[config.mk]
export PLATFORM = sky130hd
export DESIGN_NAME = multicycle_seq
export DESIGN_NICKNAME = d
export VERILOG_FILES = /design/src/rtl/multicycle_seq.sv
export SDC_FILE = /design/constraint.sdc
export NUM_CORES = 1
export LEC_CHECK = 0
export BUFFER_PORTS_ARGS = -buffer_cell sky130_fd_sc_hd__buf_2
export CAP_MARGIN = 20
export CORE_ASPECT_RATIO = 1.2
export CORE_MARGIN = 3
export CORE_UTILIZATION = 31
export DETAILED_ROUTE_END_ITERATION = 6
export HOLD_SLACK_MARGIN = 0.1
export PLACE_DENSITY = 0.77
export REMOVE_ABC_BUFFERS = 1
export SLEW_MARGIN = 20
export SYNTH_ARGS = -nofsm -noshare
export SYNTH_HDL_FRONTEND = slang
export SYNTH_SLANG_ARGS = --single-unit
[constraint.sdc]
create_clock -name clk -period 1.49 [get_ports clk]
set_input_delay 0.298 -clock clk [delete_from_list [all_inputs] [get_ports clk]]
set_output_delay 0.298 -clock clk [all_outputs]
set_load 0.02 [all_outputs]
[src/rtl/multicycle_seq.sv]
// Multi-cycle control sequencer for the RV32I core: steps each instruction through
// FETCH/DECODE/EXEC/MEM/WB so fetch and data access can share one memory port.
module multicycle_seq (
    input  logic        clk,
    input  logic        rst,
    input  logic [31:0] instr,
    input  logic        br_less,
    input  logic        br_equal,
    input  logic        mem_ready,
    output logic        mem_req,
    output logic        mem_addr_sel,
    output logic        mem_wren,
    output logic        ir_wren,
    output logic        ld_wren,
    output logic        pc_wren,
    output logic        br_sel,
    output logic        br_unsigned,
    output logic        rd_wren,
    output logic        op_a_sel,
    output logic        op_b_sel,
    output logic [3:0]  alu_op,
    output logic [1:0]  wb_sel,
    output logic        retire,
    output logic        illegal
);

    typedef enum logic [2:0] {
        S_IDLE   = 3'd0,
        S_FETCH  = 3'd1,
        S_DECODE = 3'd2,
        S_EXEC   = 3'd3,
        S_MEM    = 3'd4,
        S_WB     = 3'd5,
        S_TRAP   = 3'd6
    } state_t;

    localparam logic [4:0] OPC_LUI    = 5'b01101;
    localparam logic [4:0] OPC_AUIPC  = 5'b00101;
    localparam logic [4:0] OPC_JAL    = 5'b11011;
    localparam logic [4:0] OPC_JALR   = 5'b11001;
    localparam logic [4:0] OPC_BRANCH = 5'b11000;
    localparam logic [4:0] OPC_LOAD   = 5'b00000;
    localparam logic [4:0] OPC_STORE  = 5'b01000;
    localparam logic [4:0] OPC_OPIMM  = 5'b00100;
    localparam logic [4:0] OPC_OP     = 5'b01100;

    localparam logic [3:0] ALU_ADD  = 4'd0;
    localparam logic [3:0] ALU_SUB  = 4'd1;
    localparam logic [3:0] ALU_SLT  = 4'd2;
    localparam logic [3:0] ALU_SLTU = 4'd3;
    localparam logic [3:0] ALU_XOR  = 4'd4;
    localparam logic [3:0] ALU_OR   = 4'd5;
    localparam logic [3:0] ALU_AND  = 4'd6;
    localparam logic [3:0] ALU_SLL  = 4'd7;
    localparam logic [3:0] ALU_SRL  = 4'd8;
    localparam logic [3:0] ALU_SRA  = 4'd9;
    localparam logic [3:0] ALU_PASS = 4'd10;

    state_t state_reg;
    state_t state_next;

    logic [4:0] opcode;
    logic [2:0] funct3;
    logic       alt;
    logic       is_load;
    logic       is_store;
    logic       is_branch;
    logic       is_jump;
    logic       legal;
    logic       taken;
    logic       sel_a;
    logic       sel_b;
    logic [3:0] sel_alu;
    logic       unused_instr;

    assign opcode       = instr[6:2];
    assign funct3       = instr[14:12];
    assign alt          = instr[30];
    assign unused_instr = ^{instr[31], instr[29:15], instr[11:7]};

    assign is_load   = (opcode == OPC_LOAD);
    assign is_store  = (opcode == OPC_STORE);
    assign is_branch = (opcode == OPC_BRANCH);
    assign is_jump   = (opcode == OPC_JAL) || (opcode == OPC_JALR);

    function automatic logic [3:0] alu_decode(input logic [2:0] f3, input logic alt_bit,
                                              input logic allow_sub);
        logic [3:0] op;
        case (f3)
            3'b000:  op = (allow_sub && alt_bit) ? ALU_SUB : ALU_ADD;
            3'b001:  op = ALU_SLL;
            3'b010:  op = ALU_SLT;
            3'b011:  op = ALU_SLTU;
            3'b100:  op = ALU_XOR;
            3'b101:  op = alt_bit ? ALU_SRA : ALU_SRL;
            3'b110:  op = ALU_OR;
            default: op = ALU_AND;
        endcase
        return op;
    endfunction

    // Opcode legality, operand selects and ALU op are pure functions of the IR.
    always_comb begin
        legal   = 1'b0;
        sel_a   = 1'b0;
        sel_b   = 1'b1;
        sel_alu = ALU_ADD;
        case (opcode)
            OPC_LUI:    begin legal = 1'b1; sel_alu = ALU_PASS; end
            OPC_AUIPC:  begin legal = 1'b1; sel_a = 1'b1; end
            OPC_JAL:    begin legal = 1'b1; sel_a = 1'b1; end
            OPC_JALR:   legal = 1'b1;
            OPC_BRANCH: begin legal = (funct3[2:1] != 2'b01); sel_a = 1'b1; end
            OPC_LOAD:   legal = (funct3 == 3'b010);
            OPC_STORE:  legal = (funct3 == 3'b010);
            OPC_OPIMM:  begin legal = 1'b1; sel_alu = alu_decode(funct3, alt, 1'b0); end
            OPC_OP:     begin legal = 1'b1; sel_b = 1'b0; sel_alu = alu_decode(funct3, alt, 1'b1); end
            default:    legal = 1'b0;
        endcase
        if (instr[1:0] != 2'b11) begin
            legal = 1'b0;
        end
    end

    always_comb begin
        case (funct3)
            3'b000:         taken = br_equal;
            3'b001:         taken = !br_equal;
            3'b100, 3'b110: taken = br_less;
            3'b101, 3'b111: taken = !br_less;
            default:        taken = 1'b0;
        endcase
    end

    always_ff @(posedge clk or posedge rst) begin
        if (rst) begin
            state_reg <= S_IDLE;
        end else begin
            state_reg <= state_next;
        end
    end

    always_comb begin
        state_next = state_reg;
        case (state_reg)
            S_IDLE:   state_next = S_FETCH;
            S_FETCH:  state_next = mem_ready ? S_DECODE : S_FETCH;
            S_DECODE: state_next = legal ? S_EXEC : S_TRAP;
            S_EXEC: begin
                if (is_branch) begin
                    state_next = S_FETCH;
                end else if (is_load || is_store) begin
                    state_next = S_MEM;
                end else begin
                    state_next = S_WB;
                end
            end
            S_MEM: begin
                if (mem_ready) begin
                    state_next = is_load ? S_WB : S_FETCH;
                end
            end
            S_WB:     state_next = S_FETCH;
            S_TRAP:   state_next = S_TRAP;
            default:  state_next = S_IDLE;
        endcase
    end

    always_comb begin
        mem_req      = 1'b0;
        mem_addr_sel = 1'b0;
        mem_wren     = 1'b0;
        ir_wren      = 1'b0;
        ld_wren      = 1'b0;
        pc_wren      = 1'b0;
        br_sel       = 1'b0;
        br_unsigned  = 1'b0;
        rd_wren      = 1'b0;
        op_a_sel     = 1'b0;
        op_b_sel     = 1'b0;
        alu_op       = 4'd0;
        wb_sel       = 2'd0;
        retire       = 1'b0;
        illegal      = 1'b0;
        // ALU selects stay up through MEM and WB so the address / result hold steady.
        if (state_reg == S_EXEC || state_reg == S_MEM || state_reg == S_WB) begin
            op_a_sel = sel_a;
            op_b_sel = sel_b;
            alu_op   = sel_alu;
        end
        case (state_reg)
            S_FETCH: begin
                mem_req = 1'b1;
                ir_wren = mem_ready;
            end
            S_EXEC: begin
                if (is_branch) begin
                    br_unsigned = (funct3[2:1] == 2'b11);
                    br_sel      = taken;
                    pc_wren     = 1'b1;
                    retire      = 1'b1;
                end
            end
            S_MEM: begin
                mem_req      = 1'b1;
                mem_addr_sel = 1'b1;
                mem_wren     = is_store;
                if (mem_ready) begin
                    ld_wren = is_load;
                    pc_wren = is_store;
                    retire  = is_store;
                end
            end
            S_WB: begin
                rd_wren = 1'b1;
                pc_wren = 1'b1;
                retire  = 1'b1;
                br_sel  = is_jump;
                wb_sel  = is_load ? 2'd1 : (is_jump ? 2'd2 : 2'd0);
            end
            S_TRAP:  illegal = 1'b1;
            default: ;
        endcase
    end

endmodule

After elaboration in Yosys (flattened, before gate mapping) --
Cells that the tools add are included.
Cells by class: eq/ne operators 25, multiplexer cells 38, reductions and logical operators 16
Operators by type and width (count):
- 4-bit one-hot mux with 7 select lines | 2
- 3-bit == test (second input constant) | 7
- 1-bit two-way mux | 21
- 3-bit one-hot mux with 6 select lines | 1
- 5-bit by 4-bit == test with 1-bit output (second input constant) | 3
- 5-bit == test (second input constant) | 3
- 3-bit by 2-bit == test with 1-bit output (second input constant) | 4
- 3-bit two-way mux | 4
- 4-bit one-hot mux with 3 select lines | 1
- 5-bit by 3-bit == test with 1-bit output (second input constant) | 2
- 2-bit OR reduction | 5
- 2-bit two-way mux | 4
- 3-bit by 1-bit == test with 1-bit output (second input constant) | 2
- 3-bit logical NOT | 2
- 1-bit one-hot mux with 3 select lines | 2
- 6-bit OR reduction | 1
- 5-bit logical NOT | 1
- 1-bit logical OR | 4
- 4-bit two-way mux | 1
- 2-bit inequality test (second input constant) | 2
- 1-bit one-hot mux with 4 select lines | 1
- 3-bit OR reduction | 1
- 2-bit == test (second input constant) | 1
- 1-bit logical NOT | 2
- other kinds (2) | 2
Word-level totals: bits in registers 3, bits of input ports 37, output and inout bits 19, word-level logic and storage cells 80

Longest topological paths before layout --
Gate-level depths: netlist (run 1).
word-level depth 6, depth in mapped cells 6, depth with buffers taken out 4

Worst setup path before layout (run 1) --
OpenSTA, ideal clock, no wires.
path kind reg-to-output, from reg state_reg[1], to out alu_op[1], data arrival time 1.689 ns, required time 1.192 ns, setup slack -0.497 ns, cell stages (with the launch flop) 5, path buffers 1, cells stage by stage dfrtp_1 clkbuf_1 mux2i_1 or3_1 a221oi_1
Between the ends: cells in the longest elaborated chain, start to end 4, elaborated cells on any way between the ends 6, classes of those cells eq/ne: 3; mux: 1; reduce/logical: 2
RTL lines:
- from (decl) | RTL line 59 | state_t state_reg;
- from (signal assigned) | RTL line 139 | state_reg <= state_next;
- 3-bit by 2-bit == test with 1-bit output / 3-bit == test (equally long branches) | RTL line 186 | if (state_reg == S_EXEC || state_reg == S_MEM || state_reg == S_WB) begin
- 1-bit logical OR | RTL line 186
- 1-bit logical OR * | RTL line 186
- 4-bit two-way mux * | RTL line 186
- to (decl) | RTL line 21 | output logic [3:0] alu_op,
Mark *: on every way between the ends. The rest lies on a longest branch, timed or not.

Final worst setup path (run 1) --
from reg state_reg[2], to out alu_op[1]
The elaborated chain is that of the path after synthesis.

==> results of run 1 <==
[power by group through the flow]
stage	combinational, W	sequential (W)	clock [W]
after floorplan	0.000345	0.000164	0
after global placement	0.000698	0.000135	0
after detailed placement	0.000711	0.000136	0
after CTS	0.00113	0.000142	0.000153
after global routing	0.00150	0.000158	0.000155
final	0.00142	0.000157	0.000143
[synth_stat cells (2+ instances only)]
master / count / area, µm²
nor2_1: 12 / 45.0
nand2_1: 7 / 26.3
a21oi_1: 5 / 25.0
inv_1: 5 / 18.8
nand2b_1: 4 / 25.0
nor3_1: 4 / 20.0
dfrtp_1: 3 / 75.1
a31oi_1: 2 / 12.5
clkbuf_1: 2 / 7.51
nand3_1: 2 / 10.0
nand3b_1: 2 / 15.0
nand4_1: 2 / 12.5
nor2b_1: 2 / 12.5
nor3b_1: 2 / 15.0
or3_1: 2 / 12.5
[routing by layer]
metal	track usage [%]	share of wire (%)
met2	51.2	55
met4	17.1	3.5
met3	3.81	4.5
met1	21.9	37
met5	0	0
[layout make-up]
cell class / count / area share, %
clock buffer: 4 / 1.92
inverter: 5 / 1.37
multi-input combinational: 69 / 43.3
sequential: 3 / 5.49
tap: 17 / 1.56
timing repair buffer: 79 / 46.3
[critical path, cell delays in order, from the launching register on]
cell and delay, ns:
dfrtp_1 0.40, buf_6 0.17, mux2i_2 0.10, or3_4 0.37, a221oi_2 0.20, buf_4 0.18
[path summary, 6_finish.rpt]
| check | start | to | cells after the start |
|---|---|---|---|
| max | state_reg[2] | alu_op[1] | 5 |
| min | rst | state_reg[2] | 3 |
| min reg2reg | state_reg[1] | state_reg[0] | 3 |
| min in group clk | mem_ready | state_reg[0] | 3 |
| max reg2reg | state_reg[0] | state_reg[2] | 7 |
| max in group asynchronous | rst | state_reg[0] | 3 |
[stage by stage]
step | hold slack [ns] | cells | instance area [µm²] | setup WS (ns) | power, W
6_report | 0.506 | 177 | 1370 | -0.475 | 0.00172
5_1_grt | 0.522 | 177 | 1370 | -0.529 | 0.00182
4_1_cts | 0.418 | 170 | 1230 | -0.425 | 0.00143
3_5_place_dp | 0.165 | 157 | 923 | -0.357 | 0.000847
3_3_place_gp | 0.159 | 157 | 923 | -0.275 | 0.000833
2_1_floorplan | 0.0516 | 77 | 514 | -0.482 | 0.000509
[logic make-up (layout without fill, tap and decap cells)]
| family | Yosys count | in the layout | synth area share, % |
|---|---|---|---|
| flops | 3 | 3 | 13.8 |
| xor+xnor | 1 | 1 | 1.61 |
| compound gates | 20 | 20 | 26.6 |
| simple gates | 47 | 47 | 47.0 |
| buf+inv | 10 | 88 | 9.17 |
| mux | 1 | 1 | 1.83 |
[repair_timing]
item / 4_1_cts / 5_1_grt
buffers inserted: 13 / 10
hold endpoints to repair: 3 / 0
pin swaps: 12 / 8
resized for setup: 56 / 23
setup endpoints to repair: 19 / 21
hold buffers: 1 / 0
==> results.tsv, run 1 <==
metric	value	unit
status	finished with violations	
failing checks	setup timing	
Worst Slack Setup Final	-0.475	ns
Fin Setup TNS	-5.69	ns
crit end category	primary output	
number of flip-flops in the largest register	3	
Clk Latency, worst-skew pair	0.23	ns
Initial Utilization	35.4	%
Final Hold Violating Endpoints	0	
Worst Hold Class	in2async	
DR vias	988	
Slew Limit Fails	0	
Crit path required time	1.19	ns
root buffer cell	clkbuf_4	
top_reg_cell synth	dfrtp_1	
number of H-tree levels	1	
Die Area	0.00230	mm²
# fillers	70	
Tot GR Track Use	25.5	%
crit path time final	1.96	ns
share of cells above drive strength 1	68.1	%
total CTS buffers	3	
area growth from synthesis to layout	150	%
Worst Tran Pin Value	0.336	ns
number of flops mapped to enable cells by yosys	0	
Max Cap Viol	0	
Comb pwr share	82.6	%
Layout Utilization	88.8	%
DR DRC count	0	
initial antenna violation count	0	
CTS sink cnt	3	
Reg clk slew, reported paths	0.04	ns
Ant. Diodes	0	
Final nets	198	
synthesized area	546	µm²
number of DRC markers in iteration 0	20	
fmax	0.509	GHz
Worst EP arrival	1.67	ns
Yosys Warn Count	0	
unrepaired setup endpoints after global routing	true	
CTS max path bufs	2	
Yosys reg bits	3	
worst vdd ir	0.00114	V
worst rel slew slack	77.3	%
cells after synthesis	82	
die width	44.3	µm
Synth cell types	41	
placed wire-length estimate	1600	µm
first-pass GRT wire length	4370	µm
Final Wtd Congestion	0.856	
CORE AREA	0.00154	mm²
DR vias/cell	5.58	
most common cell after layout, fill and taps aside	buf_4	
# rows	15	
largest net degree at the start of global routing	9	
# setup viols final	19	
IO Pins	56	
Psw	0.000736	W
vias in the first global route	1058	
TritonCTS clock tree	built	
P_leak	0.683	nW
Tcrit/Tclk final	132	%
most frequent cells in the layout	buf_4, buf_6, buf_2	
clk_skew	0.00144	ns
Die Ht	52.0	µm
average instance area after synthesis	6.65	µm²
register area share after synthesis	13.8	%
Multi-input gate area	592	µm²
grt total ovfl	0	
internal power	0.000988	W
count of buffers from port buffering	34	
Register Area	75.1	µm²
final wirelength	3050	µm
Reg power frac	9.1	%
clock power share	8.3	%
Net Sw Frac	42.7	%
DR pass1 iterations	4	
R2R setup slack	-0.14	ns
ys async rst share	100	%
Power Density	1260	mW/mm²
post-route antenna net violation count	0	
Max Fanout on Critical Path	6	
critical path class	reg2out	
Critical Path Source Type	flop	
WL/cell	17.3	µm
(Power assumes the default switching activity.)
==> inputs of run 2 (changes only) <==
--- a/config.mk
+++ b/config.mk
@@ -13,7 +13,6 @@
 export DETAILED_ROUTE_END_ITERATION = 6
 export HOLD_SLACK_MARGIN = 0.1
 export PLACE_DENSITY = 0.77
-export REMOVE_ABC_BUFFERS = 1
 export SLEW_MARGIN = 20
 export SYNTH_ARGS = -nofsm -noshare
 export SYNTH_HDL_FRONTEND = slang
==> run 2 against run 1 <==
The flow still finishes with violations (setup timing). Routed wire length fell by 6.8%. Global-route usage fell by 1.4 points. Setup slack improved by 0.044 ns. Clock skew fell by 0.0013 ns. Via count fell by 3.6%. Die area did not move. Power fell by 11%. Sequential power fell by 7%. Non-clock buffer count fell by 8. Count of clock-buffer cells in the layout did not move. Worst hold slack got worse by 0.037 ns. Clock power barely moved. Highest routed layer unchanged.
==> results.tsv, run 2 (synthesis results as in run 1) <==
metric	value	unit	change
status	finished with violations		unchanged
failing checks	setup timing		unchanged
Tot GR Track Use	24.1	%	was 25.5%
DR vias	952		was 988
Tcrit/Tclk final	129	%	was 132%
CP cell instances	nor2b_4 > mux2i_2 > or3_4 > a221oi_4 > buf_6		was buf_6 > mux2i_2 > or3_4 > a221oi_2 > buf_4
IO Pins	56		unchanged
Clk Latency, worst-skew pair	0.23	ns	about the same
unrepaired setup endpoints after global routing	true		unchanged
Tot Pwr	0.00153	W	was 0.00172 W
count of buffers from port buffering	34		unchanged
TritonCTS clock tree	built		unchanged
Final Wtd Congestion	0.855		was 0.856
root buffer cell	clkbuf_4		unchanged
most frequent cells in the layout	buf_4, buf_6, buf_2		unchanged
# fillers	77		was 70
number of DRC markers in iteration 0	17		was 20
grt total ovfl	0		unchanged
Multi-input gate area	646	µm²	was 592 µm²
crit end category	primary output		unchanged
DR pass1 iterations	4		unchanged
vias in the first global route	889		was 1058
clk_skew	0.000176	ns	was 0.00144 ns
Register Area	75.1	µm²	unchanged
critical path class	reg2out		unchanged
Slew Limit Fails	0		unchanged
CP max stage delay	0.40	ns	about the same
share of cells above drive strength 1	69.1	%	was 68.1%
crit path time final	1.92	ns	was 1.96 ns
number of flip-flops in the largest register	3		unchanged
Max Fanout on Critical Path	4		was 6
Die Area	0.00230	mm²	unchanged
post-route antenna net violation count	0		unchanged
Worst Tran Pin Value	0.367	ns	was 0.336 ns
Worst Slack Setup Final	-0.431	ns	was -0.475 ns
Final Hold Violating Endpoints	0		unchanged
fmax	0.521	GHz	was 0.509 GHz
Initial Utilization	35.4	%	unchanged
P_leak	0.656	nW	was 0.683 nW
area growth from synthesis to layout	151	%	was 150%
worst vdd ir	0.00105	V	was 0.00114 V
WL/cell	16.8	µm	was 17.3 µm
Die Ht	52.0	µm	unchanged
# setup viols final	20		was 19
DR vias/cell	5.63		was 5.58
Crit path required time	1.19	ns	about the same
Max Cap Viol	0		unchanged
first-pass GRT wire length	4050	µm	was 4370 µm
placed wire-length estimate	1620	µm	was 1600 µm
total CTS buffers	3		unchanged
CORE AREA	0.00154	mm²	unchanged
WP buf/inv	1		was 2
DR DRC count	0		unchanged
CTS max path bufs	2		unchanged
most common cell after layout, fill and taps aside	buf_4		unchanged
Ant. Diodes	0		unchanged
initial antenna violation count	0		unchanged
Min Hold Slack	0.468	ns	was 0.506 ns
Worst Hold Class	in2reg		was in2async
number of H-tree levels	1		unchanged
Reg clk slew, reported paths	0.04	ns	about the same
Worst EP arrival	1.62	ns	was 1.67 ns
CTS sink cnt	3		unchanged
final wirelength	2850	µm	was 3050 µm
# rows	15		unchanged
Final nets	190		was 198
die width	44.3	µm	unchanged
crit path max-delay cell type	dfrtp_1		unchanged
Power Density	1120	mW/mm²	was 1260 mW/mm²
worst rel slew slack	75.4	%	was 77.3%
largest net degree at the start of global routing	10		was 9
Critical Path Source Type	flop		unchanged
Synthesized Nets	119		
critical path's top delay family	simple AND/OR/NAND/NOR gates		was flip-flops
run 2: timing repair:
item,in CTS,in global routing
hold endpoints to repair,3,0
pin swaps,11,6
hold buffers,1,0
setup buffers,9,1
gates resized for setup,56,14
cloned,0,0
endpoints found under the setup margin,19,21
run 2: path summary, 6_finish.rpt:
check | from | endpoint | slack, ns | depth (start not counted)
worst min-delay path | mem_ready | state_reg[0] | 0.47 | 3
worst max register to register | state_reg[1] | state_reg[2] | -0.10 | 6
worst min register to register | state_reg[0] | state_reg[0] | 0.75 | 3
worst max-delay path | state_reg[2] | alu_op[1] | -0.43 | 5
min in group asynchronous | rst | state_reg[0] | 0.51 | 3
max in group asynchronous | rst | state_reg[1] | 0.85 | 3
run 2: per-layer routing:
layer,part of all wire (%),GRT usage [%],up-vias,wire [µm]
met5,0,0,-,0
met4,3.2,9.05,0,91
met3,5.7,2.77,10,161
met1,39,28.8,447,1110
li1,-,-,446,-
met2,52,43.0,49,1480
run 2: layout make-up:
type,instances,area share (%)
inverter,5,1.55
tap,17,1.55
clock buffer,4,1.92
timing repair buffer,71,42.4
sequential,3,5.48
multi-input combinational,69,47.1
run 2: worst min-delay path, stage by stage:
cell       delay, ns
buf_2           0.13
nor2_1          0.15
a2111oi_2       0.08
run 2: metrics by stage:
step	cells	TNS [ns]	worst slack, ns	utilization [%]	area (µm²)
4_1_cts	169	-4.63	-0.478	84.8	1310
6_report	169	-4.48	-0.431	89.0	1370
5_1_grt	169	-5.62	-0.489	89.0	1370
2_1_floorplan	82	-0.924	-0.194	-	659
3_5_place_dp	156	-2.06	-0.299	65.7	1010
3_3_place_gp	156	-1.63	-0.258	65.7	1010
run 2: report_power, final:
part           leakage [nW]  switching (W)  internal (W)  total, W
sequential           0.0365      0.0000279      0.000118  0.000146
combinational         0.605       0.000608      0.000639   0.00125
clock                0.0150      0.0000401      0.000100  0.000140
==> inputs of run 3 (changes only) <==
--- a/config.mk
+++ b/config.mk
@@ -9,10 +9,10 @@
 export CAP_MARGIN = 20
 export CORE_ASPECT_RATIO = 1.2
 export CORE_MARGIN = 3
-export CORE_UTILIZATION = 31
+export CORE_UTILIZATION = 30
 export DETAILED_ROUTE_END_ITERATION = 6
 export HOLD_SLACK_MARGIN = 0.1
-export PLACE_DENSITY = 0.77
+export PLACE_DENSITY = 0.75
 export SLEW_MARGIN = 20
 export SYNTH_ARGS = -nofsm -noshare
 export SYNTH_HDL_FRONTEND = slang
==> run 3 against run 2 <==
The run still ends with setup timing left. Clock skew rose by 0.010 ns. Global-route usage fell by 3.2 points. Non-clock buffer count fell by 3.
==> results.tsv, run 3 (synthesis results as in run 1) <==
metric	value	unit	change
worst vdd ir	0.000811	V	was 0.00105 V
Reg2Reg Depth	7		was 6
grt total ovfl	0		unchanged
Finished Layout Cells	167		was 169
R2R setup slack	-0.17	ns	was -0.10 ns
DR vias	872		was 952
post-route antenna net violation count	0		unchanged
Tot GR Track Use	20.9	%	was 24.1%
count of buffers from port buffering	34		unchanged
crit end category	primary output		unchanged
Ant. Diodes	0		unchanged
worst rel slew slack	77.7	%	was 75.4%
CTS max path bufs	2		unchanged
CORE AREA	0.00168	mm²	was 0.00154 mm²
Worst Slack Setup Final	-0.506	ns	was -0.431 ns
Fin Setup TNS	-6.20	ns	was -4.48 ns
reg-to-reg endpoint	state_reg[2]		unchanged
number of flip-flops in the largest register	3		unchanged
most frequent cells in the layout	buf_4, buf_2, buf_6		was buf_4, buf_6, buf_2
vias in the first global route	849		was 889
# fillers	112		was 77
crit path time final	2.00	ns	was 1.92 ns
share of cells above drive strength 1	63.8	%	was 69.1%
Final Hold Violating Endpoints	0		unchanged
failing checks	setup timing		unchanged
Initial Utilization	32.4	%	was 35.4%
Max Cap Viol	0		unchanged
die width	44.9	µm	was 44.3 µm
Final nets	187		was 190
Die Area	0.00237	mm²	was 0.00230 mm²
P_leak	0.629	nW	was 0.656 nW
Synthesized Nets	119		unchanged
DR vias/cell	5.22		was 5.63
number of DRC markers in iteration 0	16		was 17
unrepaired setup endpoints after global routing	true		unchanged
critical path class	reg2out		unchanged
Final Wtd Congestion	0.813		was 0.855
Slew Limit Fails	0		unchanged
first-pass GRT wire length	3680	µm	was 4050 µm
# setup viols final	22		was 20
Worst Setup SP	state_reg[2]		unchanged
# rows	16		was 15
status	finished with violations		unchanged
Max Fanout on Critical Path	4		unchanged
total CTS buffers	3		unchanged
WL/cell	13.9	µm	was 16.8 µm
DR pass1 iterations	4		unchanged
Crit path required time	1.19	ns	about the same
Tcrit/Tclk final	134	%	was 129%
TritonCTS clock tree	built		unchanged
CTS sink cnt	3		unchanged
CP endpoint	alu_op[1]		unchanged
Clk Latency, worst-skew pair	0.24	ns	was 0.23 ns
Die Ht	52.7	µm	was 52.0 µm
number of H-tree levels	1		unchanged
fmax	0.501	GHz	was 0.521 GHz
Worst EP arrival	1.70	ns	was 1.62 ns
largest net degree at the start of global routing	10		unchanged
placed wire-length estimate	1660	µm	was 1620 µm
most common cell after layout, fill and taps aside	buf_4		unchanged
area growth from synthesis to layout	135	%	was 151%
clk_skew	0.0102	ns	was 0.000176 ns
Critical Path Source Type	flop		unchanged
Power Density	1190	mW/mm²	was 1120 mW/mm²
Worst Tran Pin Value	0.331	ns	was 0.367 ns
DR DRC count	0		unchanged
Worst Hold Class	in2reg		unchanged
IO Pins	56		unchanged
Worst R2R Start	state_reg[2]		was state_reg[1]
initial antenna violation count	0		unchanged
Reg clk slew, reported paths	0.04	ns	about the same
Placed Cells	156		unchanged
root buffer cell	clkbuf_4		unchanged
final wirelength	2330	µm	was 2850 µm
run 3: area by class of cell:
cell class / count / area (µm²) / area share, %
multi-input combinational: 69 / 607 / 47.4
tap: 18 / 22.5 / 1.76
timing repair buffer: 68 / 528 / 41.3
clock buffer: 4 / 26.3 / 2.05
sequential: 3 / 75.1 / 5.87
inverter: 5 / 21.3 / 1.66
run 3: timing repair:
action / in CTS / in global routing
endpoints found under the setup margin: 19 / 22
pin swaps: 6 / 2
hold buffers: 1 / 0
setup buffers: 5 / 2
resized for setup: 36 / 10
endpoints found under the hold margin: 3 / 0
run 3: how the worst min path moves through the flow:
stage                     startpoint  slack [ns]  cells after the start      endpoint
final                      mem_ready        0.49                      3  state_reg[2]
after floorplan                  rst        0.05                      1  state_reg[0]
after detailed placement         rst        0.17                      2  state_reg[2]
after global routing       mem_ready        0.49                      3  state_reg[2]
after CTS                  mem_ready        0.43                      3  state_reg[0]
after global placement           rst        0.16                      2  state_reg[0]
run 3: through the flow:
stage               hold WS, ns  worst slack [ns]  total power, W  area [µm²]  utilization (%)
global placement          0.157            -0.266        0.000896        1020             60.5
finish                    0.488            -0.506         0.00152        1280             76.1
detailed placement        0.169            -0.282        0.000915        1020             60.5
global route              0.492            -0.556         0.00161        1280             76.1
CTS                       0.435            -0.474         0.00135        1220             72.3
floorplan                0.0516            -0.194        0.000602         659                -
run 3: critical path, stage by stage (launching register included):
cell	delay, ns
dfrtp_1	0.41
nor2b_4	0.14
mux2i_2	0.09
or3_4	0.43
a221oi_4	0.23
buf_6	0.16
run 3: metal layers:
| layer | vias up | GRT usage, % | part of all wire [%] |
|---|---|---|---|
| met5 | - | 0 | 0 |
| met4 | 0 | 8.29 | 1.7 |
| met3 | 4 | 0.687 | 5.8 |
| met2 | 32 | 37.5 | 52 |
| met1 | 402 | 25.4 | 41 |
| li1 | 434 | - | - |
run 3: where the power goes:
part,total (W),internal (W),switching (W)
Clock,0.000151,0.000101,0.0000498
Sequential,0.000149,0.000118,0.0000318
Combinational,0.00122,0.000641,0.000580
